==> config.mk <==
export PLATFORM = sky130hd
export DESIGN_NAME = config_chain_loader
export DESIGN_NICKNAME = d
export VERILOG_FILES = /design/src/rtl/config_chain_loader.sv
export SDC_FILE = /design/constraint.sdc
export NUM_CORES = 1
export LEC_CHECK = 0
export CELL_PAD_IN_SITES_DETAIL_PLACEMENT = 1
export CELL_PAD_IN_SITES_GLOBAL_PLACEMENT = 1
export CORE_MARGIN = 2
export CORE_UTILIZATION = 24
export CTS_CLUSTER_SIZE = 40
export DETAILED_ROUTE_END_ITERATION = 10
export PLACE_DENSITY = 0.62
export SYNTH_ARGS = -nofsm -noshare
export SYNTH_HDL_FRONTEND = slang
export SYNTH_SLANG_ARGS = --single-unit
==> constraint.sdc <==
create_clock -name Config_Clock -period 2.23 [get_ports Config_Clock]
set_input_delay 0.5575 -clock Config_Clock [delete_from_list [all_inputs] [get_ports Config_Clock]]
set_output_delay 0.5575 -clock Config_Clock [all_outputs]
set_load 0.01 [all_outputs]
==> src/rtl/config_chain_loader.sv <==
// Serial loader for a ConfigCell configuration chain: shifts CHAIN_BITS bits from
// 32-bit words into the chain head while collecting the displaced tail bits as readback words.
module config_chain_loader #(
    parameter int CHAIN_BITS = 96,
    parameter int WORD_W     = 32
) (
    input  logic              Config_Clock,
    input  logic              Config_Reset,
    input  logic              start,
    input  logic [WORD_W-1:0] word_data,
    input  logic              word_valid,
    output logic              word_ready,
    output logic              ConfigOut,
    output logic              Config_Shift_En,
    input  logic              ConfigIn,
    output logic [WORD_W-1:0] rb_data,
    output logic              rb_valid,
    output logic              busy,
    output logic              done
);

    localparam int REM_W = $clog2(CHAIN_BITS + 1);
    localparam int K_W   = $clog2(WORD_W + 1);
    localparam int CNT_W = (REM_W > K_W) ? REM_W : K_W;
    localparam int IDX_W = (WORD_W > 1) ? $clog2(WORD_W) : 1;

    typedef enum logic [1:0] {
        ST_IDLE  = 2'd0,
        ST_LOAD  = 2'd1,
        ST_SHIFT = 2'd2,
        ST_DONE  = 2'd3
    } state_e;

    state_e            state_q, state_d;
    logic [WORD_W-1:0] sreg_q, sreg_d;
    logic [CNT_W-1:0]  k_q, k_d;
    logic [CNT_W-1:0]  rem_q, rem_d;
    logic [WORD_W-1:0] acc_q, acc_d;
    logic [WORD_W-1:0] acc_s;
    logic [IDX_W-1:0]  rb_idx_q, rb_idx_d;
    logic [WORD_W-1:0] rb_data_q, rb_data_d;
    logic              rb_valid_q, rb_valid_d;
    logic              busy_q, ready_q, shift_q, done_q;

    // Next-state logic for the load FSM, shift datapath and readback accumulator
    always_comb begin
        state_d    = state_q;
        sreg_d     = sreg_q;
        k_d        = k_q;
        rem_d      = rem_q;
        acc_d      = acc_q;
        acc_s      = acc_q;
        rb_idx_d   = rb_idx_q;
        rb_data_d  = rb_data_q;
        rb_valid_d = 1'b0;
        case (state_q)
            ST_IDLE: begin
                if (start) begin
                    state_d = ST_LOAD;
                    rem_d   = CNT_W'(CHAIN_BITS);
                end else begin
                    state_d = ST_IDLE;
                end
            end
            ST_LOAD: begin
                if (word_valid) begin
                    sreg_d  = word_data;
                    k_d     = (rem_q > CNT_W'(WORD_W)) ? CNT_W'(WORD_W) : rem_q;
                    state_d = ST_SHIFT;
                end else begin
                    state_d = ST_LOAD;
                end
            end
            ST_SHIFT: begin
                rem_d = rem_q - CNT_W'(1);
                k_d   = k_q - CNT_W'(1);
                // The final bit of a word stays in sreg so ConfigOut holds its last value
                if (k_q > CNT_W'(1)) begin
                    sreg_d = sreg_q >> 1;
                end else begin
                    sreg_d = sreg_q;
                end
                acc_s[rb_idx_q] = ConfigIn;
                if ((rb_idx_q == IDX_W'(WORD_W - 1)) || (rem_q == CNT_W'(1))) begin
                    rb_data_d  = acc_s;
                    rb_valid_d = 1'b1;
                    acc_d      = '0;
                    rb_idx_d   = '0;
                end else begin
                    acc_d    = acc_s;
                    rb_idx_d = rb_idx_q + IDX_W'(1);
                end
                if (k_q == CNT_W'(1)) begin
                    state_d = (rem_q == CNT_W'(1)) ? ST_DONE : ST_LOAD;
                end else begin
                    state_d = ST_SHIFT;
                end
            end
            ST_DONE: begin
                state_d = ST_IDLE;
            end
            default: begin
                state_d = ST_IDLE;
            end
        endcase
    end

    // State, datapath and output registers with synchronous reset
    always_ff @(posedge Config_Clock) begin
        if (Config_Reset) begin
            state_q    <= ST_IDLE;
            sreg_q     <= '0;
            k_q        <= '0;
            rem_q      <= '0;
            acc_q      <= '0;
            rb_idx_q   <= '0;
            rb_data_q  <= '0;
            rb_valid_q <= 1'b0;
            busy_q     <= 1'b0;
            ready_q    <= 1'b0;
            shift_q    <= 1'b0;
            done_q     <= 1'b0;
        end else begin
            state_q    <= state_d;
            sreg_q     <= sreg_d;
            k_q        <= k_d;
            rem_q      <= rem_d;
            acc_q      <= acc_d;
            rb_idx_q   <= rb_idx_d;
            rb_data_q  <= rb_data_d;
            rb_valid_q <= rb_valid_d;
            busy_q     <= (state_d != ST_IDLE);
            ready_q    <= (state_d == ST_LOAD);
            shift_q    <= (state_d == ST_SHIFT);
            done_q     <= (state_d == ST_DONE);
        end
    end

    assign word_ready      = ready_q;
    assign Config_Shift_En = shift_q;
    assign ConfigOut       = sreg_q[0];
    assign rb_data         = rb_data_q;
    assign rb_valid        = rb_valid_q;
    assign busy            = busy_q;
    assign done            = done_q;

endmodule

# [Yosys cells after proc, flatten, opt, wreduce, memory -nomap -nowiden]
# Index checks and enable logic that the tools add are counted.
[word_totals] register_bits=122 in_bits=37 output_inout_bits=38 elab_cells=62
[classes] n_addsub=3 n_lt_le_gt_ge=4 eq_ne=12 n_mux=19 n_bitwise=1 reduce_logical=11
[ops] cell="32-bit two-way mux" count=3
[ops] cell="32-bit one-hot mux with 2 select lines" count=1
[ops] cell="32-bit bitwise mux" count=1
[ops] cell="7-bit one-hot mux with 2 select lines" count=2
[ops] cell="7-bit two-way mux" count=3
[ops] cell="7-bit by 1-bit equality test with 1-bit output (second input constant)" count=2
[ops] cell="7-bit by 1-bit subtractor with 7-bit output (second input constant)" count=2
[ops] cell="2-bit equality test (second input constant)" count=4
[ops] cell="2-bit one-hot mux with 4 select lines" count=1
[ops] cell="7-bit by 1-bit greater-than comparator with 1-bit output (second input constant)" count=1
[ops] cell="7-bit by 6-bit greater-than comparator with 1-bit output (second input constant)" count=1
[ops] cell="5-bit by 6-bit less-than comparator with 1-bit output (second input constant)" count=1
[ops] cell="2-bit two-way mux" count=3
[ops] cell="2-bit inequality test (second input constant)" count=3
[ops] cell="2-bit AND reduction" count=3
[ops] cell="2-bit nonzero test" count=3
[ops] cell="5-bit by 1-bit adder with 5-bit output (second input constant)" count=1
[ops] cell="1-bit demux with 5-bit select" count=1
[ops] cell="5-bit equality test (second input constant)" count=1
[ops] cell="5-bit by 1-bit >= comparator with 1-bit output (second input constant)" count=1
[ops] cell="5-bit two-way mux" count=1
[ops] cell="2-bit by 1-bit equality test with 1-bit output (second input constant)" count=2
[ops] cell="1-bit two-way mux" count=3
[ops] cell="3-bit AND reduction" count=1
[ops] cell="other kinds (5)" count=5

# [Logic depth before layout (Yosys ltp)]
[logic_depth] word_depth=6 mapped_depth=8 mapped_depth_nobuf=6

# [Worst setup path after synthesis]
# OpenSTA, ideal clock, no wires.
[synth_path] path_type="flip-flop to flip-flop" start="reg rb_idx_q[0]" end="reg rb_data_q[13] (netlist: rb_data[13])" setup_ns=0.071 arrival_ns=1.955 required_time_ns=2.159 slack_ns=0.204 stages_incl_launch_ff=8 n_path_buf=1 synth_period_minus_slack_ns=2.026 path_cell_list="dfxtp_1 > ha_1 > and3_1 > ha_1 > a31o_2 > a21oi_1 > clkbuf_1 > o2bb2ai_1"
[synth_between] elab_chain_len=5 word_cells_on_any_way=9 classes_between="order compare (2); eq/ne (1); mux (3); reduce/logical (3)"
[synth_rtl] element="start, declared" line_no="40" text="logic [IDX_W-1:0] rb_idx_q, rb_idx_d;"
[synth_rtl] element="start signal, assigned" line_no="129" text="rb_idx_q <= rb_idx_d;"
[synth_rtl] element="5-bit by 6-bit less-than comparator with 1-bit output (not written as such) / 5-bit by 1-bit >= comparator with 1-bit output (equally long branches)" line_no="83" text="acc_s[rb_idx_q] = ConfigIn;"
[synth_rtl] element="1-bit logical AND (not written as such)" line_no="83"
[synth_rtl] element="1-bit two-way mux (not written as such)" line_no="83"
[synth_rtl] element="1-bit demux with 5-bit select" line_no="83"
[synth_rtl] element="32-bit bitwise mux" line_no="83"
[synth_rtl] element="end signal, assigned" line_no="130" text="rb_data_q <= rb_data_d;"
[synth_rtl] element="end, declared" line_no="41" text="logic [WORD_W-1:0] rb_data_q, rb_data_d;"
# Several ways; a longest one is shown, not always the timed one.
# A chain may end at the register's enable or synchronous reset.

# [Final worst setup path]
[layout_path] start="reg state_q[1]" end="reg sreg_q[19]"
[layout_between] elab_chain_len=3 word_cells_on_any_way=7 classes_between="eq/ne (4); mux (1); reduce/logical (2)"
[layout_rtl] element="start, declared" line_no="34" text="state_e state_q, state_d;"
[layout_rtl] element="start signal, assigned" line_no="124" text="state_q <= state_d;"
[layout_rtl] element="2-bit equality test / 2-bit by 1-bit equality test with 1-bit output (equally long branches)" line_no="56" text="case (state_q)"
[layout_rtl] element="2-bit inequality test (no source line) / 2-bit nonzero test (equally long branches)"
[layout_rtl] element="3-bit AND reduction (no source line)"
[layout_rtl] element="end signal, assigned" line_no="125" text="sreg_q <= sreg_d;"
[layout_rtl] element="end, declared" line_no="35" text="logic [WORD_W-1:0] sreg_q, sreg_d;"
# Several ways; a longest one is shown, not always the timed one.

==> metrics.md <==
| Metric | Value |
|---|---|
| Area after DPL | `0.006277 mm^2` |
| Syn Area/Cell | `9.632 um^2` |
| Dominant cell type by area after synthesis | `dfxtp_1` |
| Global placement routability congestion | `0.8035` |
| Crit path launch type | `register` |
| Worst r2r src | `state_q[1]` |
| Share of the synthesized area in the top cell type | `0.4722` |
| # diodes | `0` |
| CP Max Fanout | `14` |
| Die W | `150.8 um` |
| Post-synthesis sequential area ratio | `0.4722` |
| Clock Sinks | `122` |
| Slack of the critical path | `169.3 ps` |
| RSZ-0062 raised after global routing | `no` |
| LEAKAGE | `2.621 nW` |
| Nets | `662` |
| Predominant post-synthesis flop cell | `dfxtp_1` |
| Hold WC Path Type | `reg -> reg` |
| Pwr dens | `810.5 mW/mm^2` |
| Drt pass-1 iters | `5` |
| CTS tree | `yes` |
| Post-layout minimum cycle time | `2061 ps` |
| Iter 0 DRT Violations | `127` |
| Height of the die | `150.8 um` |
| YS warnings | `0` |
| Final wirelength | `14.20 mm` |
| P&R area growth vs syn | `33.91%` |
| Kind of critical path | `reg -> reg` |
| Commonest non-fill, non-tap cell in the layout | `dfxtp_1` |
| Syn Nets | `584` |
| Finished Core Util | `0.3285` |
| Critical hold path startpoint | `acc_q[16]` |
| Total gr overflow | `0` |
| CTS hold repair buffers | `0` |
| Setup TNS | `0 ps` |
| Global-route wire length before repair | `23.25 mm` |
| I/O pins | `75` |
| Final Max Slew Viols | `0` |
| Ranking of synthesized cells by area | `dfxtp_1 (47%), mux2i_1 (6.2%), o2bb2ai_1 (5.4%)` |
| Die area | `0.02274 mm^2` |
| Peak VDD IR | `0.3083 mV` |
| Share of layout cells above drive strength 1 | `0.1290` |
| Hold Fails Final Rpt | `0` |
| # DRC | `0` |
| Mapped cell area | `0.005172 mm^2` |
| Largest delay contributor family on the critical path | `simple AND/OR/NAND/NOR gates` |
| Rel. slew slack | `0.3957` |
| Crit. Startpoint | `state_q[1]` |
| Post-synth ARST share | `0` |
| CP required | `2580 ps` |
| Setup violators final | `0` |
| Clock slew at reported path FFs | `60 ps` |
| Count of cell types in the netlist | `57` |
| Initial Util | `0.2453` |
| Post-synth EDFFs | `0` |
| Crit-path max cell delay | `790 ps` |
| IO buf count | `74` |
| Max frequency | `485.3 MHz` |
| Number of max-cap violations | `0` |
| Via count | `4367` |
| Post-synthesis instance total | `537` |
| #FFs+latches synth | `122` |
| Critical Path End Type | `register` |
| Worst-Margin Slew | `901.6 ps` |
| Core Region | `0.02109 mm^2` |
| Post-layout instance area | `0.006927 mm^2` |
| Crit-path cells | `or2b_2 -> nor3_2 -> a221o_1` |
| Outcome | `finished, final reports clean` |
| Initial antenna violation count | `0` |
| WL per Instance | `15.72 um` |
| Worst path slowest cell | `nor3_2` |
| WP buf/inv | `0` |
| Vias in the first global route | `4548` |
| Mean number of vias per cell | `4.836` |
| Gr usage total | `0.1286` |
| Clock Skews | `8.067 ps` |
| Critical path arrival | `2410 ps` |
| Dpl ws | `-451.5 ps` |
| Most frequent cells in the layout | `dfxtp_1 (122), clkdlybuf4s50_1 (74), nand2_1 (73), o21ai_0 (36)` |
| Clock Path Buffers | `2` |
| Later-pin clock latency in the skew report | `420 ps` |
| Htree depth | `4` |
| CTS root buf | `clkbuf_16` |
| Fin crit share | `0.9241` |
| Dpl hpwl | `9.419 mm` |
| Row Count | `53` |
| Largest net degree at the start of global routing | `35` |
| Post-route ant nets | `0` |
| TritonCTS Buffers | `17` |
| WHS | `456.3 ps` |
-- worst register-to-register path: stages (launching register included) --
cell     delay, ps
dfxtp_1        470
or2b_2         470
nor3_2         800
a221o_1        270
-- metrics by stage --
stage               power, mW  std cells
detailed placement      2.779        869
global placement        2.760        869
floorplan               2.591        537
global route            5.850        903
CTS                     5.671        901
finish                  5.614        903
-- sequential cells by signal, summed over array words and instances (netlist names), 2 cells and up --
name	cells
k_q	7
sreg_q	32
state_q	2
rb_data	32
acc_q	32
rb_idx_q	5
rem_q	7
-- worst paths after layout --
| check | endpoint | slack (ps) | cells after the start |
|---|---|---|---|
| worst max-delay path | sreg_q[19] | 170 | 3 |
| worst min-delay path | acc_q[16] | 460 | 2 |
| worst max register to register | sreg_q[19] | 170 | 3 |
| worst min register to register | acc_q[16] | 460 | 2 |
-- synthesized netlist by cell type (4+ instances only) --
cell	number
mux2i_1	32
a221o_2	8
nor3_1	7
inv_1	9
and2_1	30
a31oi_1	6
a221o_1	20
clkbuf_1	29
a211oi_1	5
nor2_1	16
and3b_1	4
o2bb2ai_1	32
o21ai_0	36
nand3_1	19
a21oi_1	16
dfxtp_1	122
nand2_1	73
ha_1	10
-- kinds of logic (layout without fill, tap and decap cells) --
| family | after synthesis | in the layout | share of synthesized area |
|---|---|---|---|
| adders and majority gates | 10 | 10 | 0.02419 |
| xor gates and xnor gates | 2 | 2 | 0.003387 |
| and+or+nand+nor | 176 | 177 | 0.1725 |
| DFF | 122 | 122 | 0.4722 |
| muxes | 34 | 34 | 0.06628 |
| AOI/OAI and AO/OA | 145 | 145 | 0.2126 |
| buffers and inverters | 48 | 138 | 0.04886 |
-- routing by layer --
layer  share of wire  global-route usage
met1            0.46              0.1637
met2            0.48              0.2116
met3           0.041             0.03042
met4           0.013             0.04813
met5               0                   0
-- report_power, final --
| part | switching [mW] | internal (mW) | total, mW |
|---|---|---|---|
| clock network | 1.07 | 1.78 | 2.85 |
| registers | 0.0505 | 2.24 | 2.29 |
| logic | 0.244 | 0.232 | 0.476 |
| total | 1.37 | 4.25 | 5.61 |
-- what timing repair did --
item,CTS,global route
setup endpoints to repair,8,28
gates resized for setup,1,0
pin swaps,0,2
cloned,0,1
buffers inserted,0,1
-- area by class of cell --
type                    count  area [um^2]
fillers                  2435        14160
multi-input cells         368         2505
flip-flops and latches    122         2442
inverters                   9        33.78
clock buffers              17        425.4
well taps                 275        344.1
repair buffers             97        988.4
clock inverters            15        187.7
(Power assumes the default switching activity.)
